**src/rtl/rv32i_multicycle_control_if.sv**
```systemverilog
// Request/ready handshake between the multicycle controller and the
// instruction and data memories.
interface rv32i_multicycle_control_if;
    logic imem_req;
    logic imem_ready;
    logic dmem_req;
    logic dmem_ready;

    modport master (
        output imem_req,
        output dmem_req,
        input  imem_ready,
        input  dmem_ready
    );

    modport slave (
        input  imem_req,
        input  dmem_req,
        output imem_ready,
        output dmem_ready
    );
endinterface

```
**src/rtl/rv32i_multicycle_control.sv**
```systemverilog
// Multicycle RV32I controller: sequences fetch/decode/execute/mem/writeback,
// traps on illegal opcodes and memory timeouts, and counts retired instructions.
module rv32i_multicycle_control #(
    parameter int TIMEOUT_CYCLES  = 16,
    parameter int RETIRE_W        = 32,
    parameter bit TRAP_ON_ILLEGAL = 1'b1
) (
    input  logic                clk,
    input  logic                rst_n,
    input  logic [6:0]          OpCode,
    input  logic [2:0]          Funct3,
    input  logic [6:0]          Funct7,
    rv32i_multicycle_control_if.master mem,
    output logic                IRWr,
    output logic                PCWr,
    output logic [2:0]          ImmSrc,
    output logic                ALUASrc,
    output logic                ALUBSrc,
    output logic [3:0]          ALUOp,
    output logic [1:0]          RUDataWrSrc,
    output logic                RUWr,
    output logic [4:0]          BrOp,
    output logic                DMWr,
    output logic [2:0]          DMCtrl,
    output logic                trap,
    output logic [1:0]          trap_cause,
    output logic [RETIRE_W-1:0] retired
);

    localparam logic [6:0] OP_R      = 7'b0110011;
    localparam logic [6:0] OP_I      = 7'b0010011;
    localparam logic [6:0] OP_LOAD   = 7'b0000011;
    localparam logic [6:0] OP_STORE  = 7'b0100011;
    localparam logic [6:0] OP_BRANCH = 7'b1100011;
    localparam logic [6:0] OP_JALR   = 7'b1100111;
    localparam logic [6:0] OP_JAL    = 7'b1101111;
    localparam logic [6:0] OP_LUI    = 7'b0110111;
    localparam logic [6:0] OP_AUIPC  = 7'b0010111;

    localparam int CNT_W = $clog2(TIMEOUT_CYCLES + 2);
    localparam logic [CNT_W-1:0] WAIT_LAST =
        CNT_W'((TIMEOUT_CYCLES > 0) ? TIMEOUT_CYCLES - 1 : 0);

    typedef enum logic [2:0] {
        FETCH,
        DECODE,
        EXECUTE,
        MEM,
        WB,
        TRAP
    } state_t;

    state_t              state;
    state_t              next_state;
    logic [CNT_W-1:0]    wait_cnt;
    logic [RETIRE_W-1:0] retire_cnt;
    logic                trap_q;
    logic [1:0]          cause_q;
    logic                retire;
    logic                trap_set;
    logic [1:0]          trap_code;
    logic                timed_out;
    logic                fetch_req;
    logic                data_req;

    logic is_r, is_i, is_load, is_store, is_branch, is_jalr, is_jal, is_lui, is_auipc, legal;
    logic [2:0] alu_imm;
    logic       alu_a;
    logic       alu_b;
    logic [3:0] alu_op;
    logic       unused_funct7;

    assign is_r      = (OpCode == OP_R);
    assign is_i      = (OpCode == OP_I);
    assign is_load   = (OpCode == OP_LOAD);
    assign is_store  = (OpCode == OP_STORE);
    assign is_branch = (OpCode == OP_BRANCH);
    assign is_jalr   = (OpCode == OP_JALR);
    assign is_jal    = (OpCode == OP_JAL);
    assign is_lui    = (OpCode == OP_LUI);
    assign is_auipc  = (OpCode == OP_AUIPC);
    assign legal     = is_r | is_i | is_load | is_store | is_branch |
                       is_jalr | is_jal | is_lui | is_auipc;
    assign unused_funct7 = ^{Funct7[6], Funct7[4:0]};

    // Timeout fires on the wait cycle that would bring the count to the limit.
    assign timed_out = (TIMEOUT_CYCLES != 0) && (wait_cnt == WAIT_LAST);

    always_comb begin
        alu_imm = 3'b000;
        alu_a   = 1'b0;
        alu_b   = 1'b0;
        alu_op  = 4'b0000;
        if (is_r) begin
            alu_op = {Funct7[5], Funct3};
        end else if (is_i) begin
            alu_b  = 1'b1;
            alu_op = (Funct3 == 3'b101) ? {Funct7[5], Funct3} : {1'b0, Funct3};
        end else if (is_load) begin
            alu_b = 1'b1;
        end else if (is_store) begin
            alu_imm = 3'b001;
            alu_b   = 1'b1;
        end else if (is_lui) begin
            alu_imm = 3'b010;
            alu_b   = 1'b1;
            alu_op  = 4'b1111;
        end else if (is_auipc) begin
            alu_imm = 3'b010;
            alu_a   = 1'b1;
            alu_b   = 1'b1;
        end else if (is_branch) begin
            alu_imm = 3'b101;
            alu_a   = 1'b1;
            alu_b   = 1'b1;
        end else if (is_jal) begin
            alu_imm = 3'b110;
            alu_a   = 1'b1;
            alu_b   = 1'b1;
        end else if (is_jalr) begin
            alu_b = 1'b1;
        end
    end

    // Everything stays at zero while reset is held, whatever the state register holds.
    always_comb begin
        fetch_req   = 1'b0;
        data_req    = 1'b0;
        IRWr        = 1'b0;
        PCWr        = 1'b0;
        ImmSrc      = 3'b000;
        ALUASrc     = 1'b0;
        ALUBSrc     = 1'b0;
        ALUOp       = 4'b0000;
        RUDataWrSrc = 2'b00;
        RUWr        = 1'b0;
        BrOp        = 5'b00000;
        DMWr        = 1'b0;
        DMCtrl      = 3'b000;
        next_state  = state;
        retire      = 1'b0;
        trap_set    = 1'b0;
        trap_code   = 2'b00;
        if (rst_n) begin
            if (state == EXECUTE || state == MEM || state == WB) begin
                ImmSrc  = alu_imm;
                ALUASrc = alu_a;
                ALUBSrc = alu_b;
                ALUOp   = alu_op;
            end
            case (state)
                FETCH: begin
                    fetch_req = 1'b1;
                    if (mem.imem_ready) begin
                        IRWr       = 1'b1;
                        next_state = DECODE;
                    end else if (timed_out) begin
                        next_state = TRAP;
                        trap_set   = 1'b1;
                        trap_code  = 2'b10;
                    end
                end
                DECODE: begin
                    if (legal) begin
                        next_state = EXECUTE;
                    end else if (TRAP_ON_ILLEGAL) begin
                        next_state = TRAP;
                        trap_set   = 1'b1;
                        trap_code  = 2'b01;
                    end else begin
                        PCWr       = 1'b1;
                        retire     = 1'b1;
                        next_state = FETCH;
                    end
                end
                EXECUTE: begin
                    if (is_branch) begin
                        BrOp       = {2'b01, Funct3};
                        PCWr       = 1'b1;
                        retire     = 1'b1;
                        next_state = FETCH;
                    end else if (is_jal || is_jalr) begin
                        RUWr        = 1'b1;
                        RUDataWrSrc = 2'b10;
                        BrOp        = 5'b10000;
                        PCWr        = 1'b1;
                        retire      = 1'b1;
                        next_state  = FETCH;
                    end else if (is_load || is_store) begin
                        next_state = MEM;
                    end else begin
                        next_state = WB;
                    end
                end
                MEM: begin
                    data_req = 1'b1;
                    DMCtrl   = Funct3;
                    DMWr     = is_store;
                    if (mem.dmem_ready) begin
                        if (is_store) begin
                            PCWr       = 1'b1;
                            retire     = 1'b1;
                            next_state = FETCH;
                        end else begin
                            next_state = WB;
                        end
                    end else if (timed_out) begin
                        next_state = TRAP;
                        trap_set   = 1'b1;
                        trap_code  = 2'b11;
                    end
                end
                WB: begin
                    RUWr        = 1'b1;
                    RUDataWrSrc = is_load ? 2'b01 : 2'b00;
                    PCWr        = 1'b1;
                    retire      = 1'b1;
                    next_state  = FETCH;
                end
                TRAP: begin
                    next_state = TRAP;
                end
                default: begin
                    next_state = FETCH;
                end
            endcase
        end
    end

    // Any state change restarts the wait count, so FETCH and MEM always begin at zero.
    always_ff @(posedge clk) begin
        if (!rst_n) begin
            state      <= FETCH;
            wait_cnt   <= '0;
            retire_cnt <= '0;
            trap_q     <= 1'b0;
            cause_q    <= 2'b00;
        end else begin
            state <= next_state;
            if (retire) begin
                retire_cnt <= retire_cnt + RETIRE_W'(1);
            end
            if (trap_set) begin
                trap_q  <= 1'b1;
                cause_q <= trap_code;
            end
            if (next_state != state) begin
                wait_cnt <= '0;
            end else if ((fetch_req && !mem.imem_ready) || (data_req && !mem.dmem_ready)) begin
                wait_cnt <= wait_cnt + CNT_W'(1);
            end
        end
    end

    assign mem.imem_req = fetch_req;
    assign mem.dmem_req = data_req;
    assign trap         = rst_n & trap_q;
    assign trap_cause   = rst_n ? cause_q : 2'b00;
    assign retired      = rst_n ? retire_cnt : '0;

endmodule

```
**src/flat_wrapper.sv**
```systemverilog
// flat-port wrapper written by rule: the top's interface ports become plain ports
module rv32i_multicycle_control_flat 
#(
    parameter int TIMEOUT_CYCLES  = 16,
    parameter int RETIRE_W        = 32,
    parameter bit TRAP_ON_ILLEGAL = 1'b1
)
  (clk, rst_n, OpCode, Funct3, Funct7, IRWr, PCWr, ImmSrc, ALUASrc, ALUBSrc, ALUOp, RUDataWrSrc, RUWr, BrOp, DMWr, DMCtrl, trap, trap_cause, retired, mem_imem_req, mem_dmem_req, mem_imem_ready, mem_dmem_ready);
  rv32i_multicycle_control_if mem_i ();
  input  logic clk;
  input  logic rst_n;
  input  logic [6:0] OpCode;
  input  logic [2:0] Funct3;
  input  logic [6:0] Funct7;
  output logic IRWr;
  output logic PCWr;
  output logic [2:0] ImmSrc;
  output logic ALUASrc;
  output logic ALUBSrc;
  output logic [3:0] ALUOp;
  output logic [1:0] RUDataWrSrc;
  output logic RUWr;
  output logic [4:0] BrOp;
  output logic DMWr;
  output logic [2:0] DMCtrl;
  output logic trap;
  output logic [1:0] trap_cause;
  output logic [RETIRE_W-1:0] retired;
  output wire logic [$bits(mem_i.imem_req)-1:0] mem_imem_req;
  output wire logic [$bits(mem_i.dmem_req)-1:0] mem_dmem_req;
  input wire logic [$bits(mem_i.imem_ready)-1:0] mem_imem_ready;
  input wire logic [$bits(mem_i.dmem_ready)-1:0] mem_dmem_ready;
  assign mem_imem_req = mem_i.imem_req;
  assign mem_dmem_req = mem_i.dmem_req;
  assign mem_i.imem_ready = mem_imem_ready;
  assign mem_i.dmem_ready = mem_dmem_ready;
  rv32i_multicycle_control #(.TIMEOUT_CYCLES(TIMEOUT_CYCLES), .RETIRE_W(RETIRE_W), .TRAP_ON_ILLEGAL(TRAP_ON_ILLEGAL)) u_core (.clk(clk), .rst_n(rst_n), .OpCode(OpCode), .Funct3(Funct3), .Funct7(Funct7), .mem(mem_i), .IRWr(IRWr), .PCWr(PCWr), .ImmSrc(ImmSrc), .ALUASrc(ALUASrc), .ALUBSrc(ALUBSrc), .ALUOp(ALUOp), .RUDataWrSrc(RUDataWrSrc), .RUWr(RUWr), .BrOp(BrOp), .DMWr(DMWr), .DMCtrl(DMCtrl), .trap(trap), .trap_cause(trap_cause), .retired(retired));
endmodule
```
**config.mk**
```make
export PLATFORM = sky130hd
export DESIGN_NAME = rv32i_multicycle_control_flat
export DESIGN_NICKNAME = d
export VERILOG_FILES = /design/src/rtl/rv32i_multicycle_control_if.sv /design/src/rtl/rv32i_multicycle_control.sv /design/src/flat_wrapper.sv
export SDC_FILE = /design/constraint.sdc
export NUM_CORES = 1
export LEC_CHECK = 0
export CAP_MARGIN = 15
export CELL_PAD_IN_SITES_DETAIL_PLACEMENT = 0
export CELL_PAD_IN_SITES_GLOBAL_PLACEMENT = 1
export CORE_UTILIZATION = 41
export DETAILED_ROUTE_END_ITERATION = 7
export DONT_BUFFER_PORTS = 1
export PLACE_DENSITY_LB_ADDON = 0.1
export SKIP_CTS_REPAIR_TIMING = 1
export SYNTH_ARGS = -nofsm -noshare
export SYNTH_HDL_FRONTEND = slang
export SYNTH_SLANG_ARGS = --single-unit
```
**constraint.sdc**
```tcl
create_clock -name clk -period 2.2 [get_ports clk]
set_input_delay 0.66 -clock clk [delete_from_list [all_inputs] [get_ports clk]]
set_output_delay 0.66 -clock clk [all_outputs]
set_load 0.01 [all_outputs]
```
# Word-level counts from Yosys, hierarchy flattened
# Cells that the tools add are included.
[totals]
mem_bits_rw = 0
rom_bits = 0
mem_count = 0
output_inout_bits = 60
latchBits = 0
word_cells = 137
reg_bits = 43
[op_classes]
reduce_logical = 11
n_mul = 0
n_div = 0
shift = 0
add_sub_neg = 2
mux = 92
n_eq_ne = 17
bitwise_logic = 10
magnitude_cmp = 0
[ops]
columns = ["operator", "n"]
rows = [
  ["3-bit 2-to-1 mux", 21],
  ["1-bit 2-to-1 mux", 44],
  ["32-bit by 1-bit adder with 32-bit output, second input constant", 1],
  ["32-bit 2-to-1 mux", 1],
  ["4-bit 2-to-1 mux", 8],
  ["7-bit by 6-bit == test with 1-bit output, second input constant", 3],
  ["7-bit == test, second input constant", 3],
  ["5-bit 2-to-1 mux", 4],
  ["2-bit 2-to-1 mux", 8],
  ["3-bit one-hot mux with 5 select lines", 1],
  ["7-bit by 5-bit == test with 1-bit output, second input constant", 2],
  ["3-bit == test, second input constant", 3],
  ["1-bit OR", 8],
  ["7-bit by 2-bit == test with 1-bit output, second input constant", 1],
  ["3-bit by 2-bit == test with 1-bit output, second input constant", 2],
  ["1-bit one-hot mux with 3 select lines", 2],
  ["2-bit one-hot mux with 3 select lines", 1],
  ["5-bit by 1-bit adder with 5-bit output, second input constant", 1],
  ["5-bit by 4-bit == test with 1-bit output, second input constant", 1],
  ["1-bit logical OR", 5],
  ["2-bit one-hot mux with 2 select lines", 1],
  ["3-bit by 1-bit == test with 1-bit output, second input constant", 1],
  ["3-bit zero test", 1],
  ["3-bit inequality test", 1],
  ["6 further kinds", 8],
]

# Logic depth before layout (Yosys ltp)
[depth]
word_depth = 14
ltp_mapped = 8

# Least setup slack after synthesis
# Ideal clock, no wire load.
[synth_path]
kind = "input port to output port"
startpoint = "in OpCode[4]"
endpoint = "out PCWr"
t_required_ns = 1.540
t_arrival_ns = 1.702
slack_ns = -0.162
cell_stages = 5
cell_sequence = "or3b_4 -> nor4_4 -> buf_6 -> o21ai_1 -> inv_1"
[synth_between]
elab_chain_cells = 6
word_cells_on_any_way = 11
cone_classes = "4 x eq/ne; 6 x mux; 1 x reduce/logical"
[synth_lines]
columns = ["item", "line", "text"]
rows = [
  ["start, declared", "flat_wrapper.sv:12", "input logic [6:0] OpCode;"],
  ["7-bit == test, on equally long branches", "rv32i_multicycle_control.sv:79, rv32i_multicycle_control.sv:78", ""],
  ["1-bit logical OR", "rv32i_multicycle_control.sv:182", "end else if (is_jal || is_jalr) begin"],
  ["1-bit 2-to-1 mux", "rv32i_multicycle_control.sv:182", ""],
  ["1-bit 2-to-1 mux", "rv32i_multicycle_control.sv:177", "if (is_branch) begin"],
  ["1-bit one-hot mux with 3 select lines *", "rv32i_multicycle_control.sv:151", "case (state)"],
  ["1-bit 2-to-1 mux *", "rv32i_multicycle_control.sv:144", "if (rst_n) begin"],
  ["end, declared", "flat_wrapper.sv:16", "output logic PCWr;"],
]
# Mark *: on every way between the ends. The rest lies on a longest branch, timed or not.

# Final worst setup path
[layout_path]
startpoint = "in OpCode[6]"
endpoint = "out ALUOp[0]"
[layout_between]
elab_chain_cells = 8
word_cells_on_any_way = 12
cone_classes = "5 x eq/ne; 7 x mux"
[layout_lines]
columns = ["item", "line", "text"]
rows = [
  ["7-bit by 6-bit == test with 1-bit output", "rv32i_multicycle_control.sv:80", "assign is_lui = (OpCode == OP_LUI);"],
  ["4-bit 2-to-1 mux", "rv32i_multicycle_control.sv:104", "end else if (is_lui) begin"],
  ["4-bit 2-to-1 mux", "rv32i_multicycle_control.sv:101", "end else if (is_store) begin"],
  ["4-bit 2-to-1 mux", "rv32i_multicycle_control.sv:99", "end else if (is_load) begin"],
  ["4-bit 2-to-1 mux", "rv32i_multicycle_control.sv:96", "end else if (is_i) begin"],
  ["4-bit 2-to-1 mux *", "rv32i_multicycle_control.sv:94", "if (is_r) begin"],
  ["4-bit 2-to-1 mux *", "rv32i_multicycle_control.sv:145", "if (state == EXECUTE || state == MEM || state == WB) begin"],
  ["4-bit 2-to-1 mux *", "rv32i_multicycle_control.sv:144", ""],
  ["end, declared", "flat_wrapper.sv:20", "output logic [3:0] ALUOp;"],
]
# Marked as above.

==> out/summary.log <==
qor: outcome.run_status complete, but fails checks
qor: outcome.failing_checks design-rule violations, negative setup slack
qor: finish.antenna-diode-count 0
qor: setup_path.worstPathRequired 1.54 ns
qor: detailed_routing.firstDrtPassIters 6
qor: placed_design.place.detailed.hpwl 5240 microns
qor: sta.slew_headroom 72.3%
qor: finish.final_nets 428
qor: floorplan.io_pins 81
qor: clock_network.clk_latency 0.30 ns
qor: synthesis.netlist_top_cells_count sky130_fd_sc_hd__dfxtp_1 (43), sky130_fd_sc_hd__nor2_1 (36), sky130_fd_sc_hd__and2_1 (34)
qor: global_routing.grt_remaining_overflow 0
qor: global_routing.grt_start_max_net_pins 42
qor: clock_network.cts_made_buffers 5
qor: floorplan.die_height 83.9 microns
qor: setup_path.crit_arrival 1.54 ns
qor: power.cellLeakagePower 1.32 nW
qor: synthesis.synth_largest_area_cell sky130_fd_sc_hd__dfxtp_1
qor: detailed_routing.detail_route.drc_violations 16
qor: setup_path.cpPeakStageDelay 0.42 ns
qor: clock_network.tritoncts yes
qor: clock_network.cts.sinks 43
qor: detailed_routing.route.vias.total 2690
qor: floorplan.core.rowCount 29
qor: setup_path.critical_path.cell_chain nand2b_4 -> or4_4 -> buf_6 -> a21oi_4
qor: global_routing.grt_pass1_vias 2507
qor: sta.fin_ws -0.000666 ns
qor: sta.skew 0.00702 ns
qor: finish.area_used_by_multi_input_combinational_logic 0.00199 sq mm
qor: detailed_routing.wire_per_inst 14.4 microns
qor: floorplan.initial_core_util 42.8%
qor: global_routing.grt_first_pass_wirelength 11600 microns
qor: sta.final_min_period_over_clock_period 100%
qor: sta.min_period 2.20 ns
qor: synthesis.syn_avg_cell_area 7.69 sq um
qor: detailed_routing.wl 6950 microns
qor: clock_network.clkSlewWorstSetupHoldPaths 0.09 ns
qor: synthesis.mappedNetlistNets 382
qor: synthesis.ys_types 60
qor: clock_network.htree_levels 2
qor: synthesis.netlist_area 0.00275 sq mm
qor: finish.n_fill_cell 628
qor: synthesis.yosys.cell_count.top_type sky130_fd_sc_hd__dfxtp_1
qor: finish.layout-area-overhead-vs-synth 29.0%
qor: setup_path.critPathCaptureType output pin
qor: power.pwr_per_cell_area 501 mW/mm^2
qor: placed_design.input_output_buffers 0
qor: setup_path.path_delay_family simple AND/OR/NAND/NOR gates
qor: sta.worstMarginPinSlew 0.412 ns
qor: placed_design.gp_routability_congestion 0.815
qor: job.max_cap_viol_count 0
qor: synthesis.synth_seq_area_share 31.3%
qor: power.irDropWorstVdd 0.324 mV
qor: setup_path.cp_max_fo 7
qor: power.total_power 1.78 mW
qor: setup_path.critical_path.slowest_cell sky130_fd_sc_hd__or4_4
qor: placed_design.pre_cts_ws -0.183 ns
qor: finish.ff_latch_area 870 sq um
qor: finish.final_util 55.3%
qor: synthesis.synth-edff-count 0
qor: global_routing.antenna_violations_before_repair 0
qor: synthesis.proportion_of_synthesized_flip_flops_having_asynchronous_set_or_reset 0%
qor: synthesis.synth-warning-count 0
qor: setup_path.worstSetupStartpointType input port
qor: finish.drive_above_1_share 25.9%
qor: clock_network.cts-root-to-sink-buffers 2
qor: floorplan.die_w 83.9 microns
qor: synthesis.synth_largest_type_area_fraction 31.3%
qor: synthesis.synth-seq-cells 43
qor: synthesis.post_synth_inst_count 358
qor: detailed_routing.drt.antenna.violating_nets 0
qor: sta.timing.fmax 0.454 GHz
qor: global_routing.groute.usage.overall 20.1%
qor: setup_path.worst-path-buf-inv 1
qor: sta.setup_repair_after_global_routing_missed_its_margin true
qor: floorplan.core_area 0.00642 sq mm
qor: floorplan.die_area 0.00704 sq mm
qor: worst_hold_path.hold_path_class flip-flop to flip-flop
qor: detailed_routing.drt-vias-per-instance 5.58
qor: sta.hold_viol_final 0
qor: setup_path.criticalPathCategory input port to output pin
qor: sta.finalSetupViolations 1
qor: synthesis.synth.area.top_cells sky130_fd_sc_hd__dfxtp_1 (31%), sky130_fd_sc_hd__and2_1 (7.7%), sky130_fd_sc_hd__nor2_1 (4.9%)
qor: sta.final_max_slew_viol_count 0
qor: detailed_routing.first_iter_violations 107
qor: synthesis.prevailing_post_synth_register_cell sky130_fd_sc_hd__dfxtp_1
qor: clock_network.cts_root_buffer sky130_fd_sc_hd__clkbuf_8
## flip-flops by register name, summed over array words and instances, names as in the netlist
name	cells
u_core.retire_cnt	32
u_core.trap_q	1
u_core.cause_q	2
u_core.wait_cnt	5
u_core.state	3
## cells in the final DEF (no fill, tap or decap), drive strengths merged, types with 5 or more instances in the layout
cell     n
buf     54
nor2    37
o211ai   5
clkbuf   5
nand2   31
inv     15
a21oi   21
nor2b    7
nor4     7
mux2     8
nor3     9
and3     6
dfxtp   43
or3     15
o21ai   27
and2    34
nand3   13
nand4   11
## layer usage
layer	GRT usage, %	vias to the layer above	wire [microns]
met1	26.7	1246	3320
met4	6.11	0	96
li1	-	1371	-
met3	4.25	8	369
met5	0	-	0
met2	32.6	65	3160
## layout make-up
type / count / area share [%]
multi-input combinational: 286 / 56.1
clock buffer: 5 / 1.94
tap: 77 / 2.72
timing repair buffer: 54 / 12.0
clock inverter: 3 / 1.30
sequential: 43 / 24.5
inverter: 14 / 1.48
## cell families (layout without fill, tap and decap cells)
kind of cell | after synthesis | in the layout | share of synthesized area, %
buf+inv | 29 | 76 | 4.41
xor+xnor | 8 | 8 | 2.55
fa+ha+maj | 3 | 3 | 1.36
compound gates | 72 | 72 | 16.6
simple gates | 191 | 191 | 39.1
flops | 43 | 43 | 31.3
mux | 12 | 12 | 4.73
## worst paths after layout
check / startpoint / end / slack [ns] / depth (start not counted)
worst min-delay path: u_core.cause_q[1]$_SDFFE_PN0P_ / u_core.cause_q[1]$_SDFFE_PN0P_ / 0.49 / 2
worst max register to register: u_core.wait_cnt[0]$_SDFFE_PP0P_ / u_core.wait_cnt[4]$_SDFFE_PP0P_ / 0.15 / 8
worst max-delay path: OpCode[6] / ALUOp[0] / -0.0007 / 4
worst min register to register: u_core.cause_q[1]$_SDFFE_PN0P_ / u_core.cause_q[1]$_SDFFE_PN0P_ / 0.49 / 2
## stage by stage
step                      area [sq um]  hold WS [ns]  cells  setup TNS [ns]
after detailed placement          3200         0.478    469           -2.33
final                             3550         0.486    482       -0.000666
after global routing              3550         0.498    482          -0.814
after CTS                         3320         0.477    477           -3.26
after floorplan                   2800         0.443    358          -0.180
after global placement            3200         0.468    469           -1.81
## report_power, final
group	leakage (nW)	switching, mW	internal (mW)
combinational	0.921	0.173	0.149
clock	0.0548	0.298	0.342
sequential	0.349	0.0167	0.799
total	1.32	0.488	1.29
## worst reg2reg max path: stages, from the launching register on
cell,delay [ns]
sky130_fd_sc_hd__dfxtp_1,0.34
sky130_fd_sc_hd__ha_1,0.21
sky130_fd_sc_hd__and3_1,0.18
sky130_fd_sc_hd__ha_1,0.20
sky130_fd_sc_hd__or3b_1,0.36
sky130_fd_sc_hd__o21ai_0,0.15
sky130_fd_sc_hd__and4b_1,0.21
sky130_fd_sc_hd__o21ai_2,0.10
sky130_fd_sc_hd__a211oi_1,0.21
Note: power is estimated with default switching activity, not from simulation.
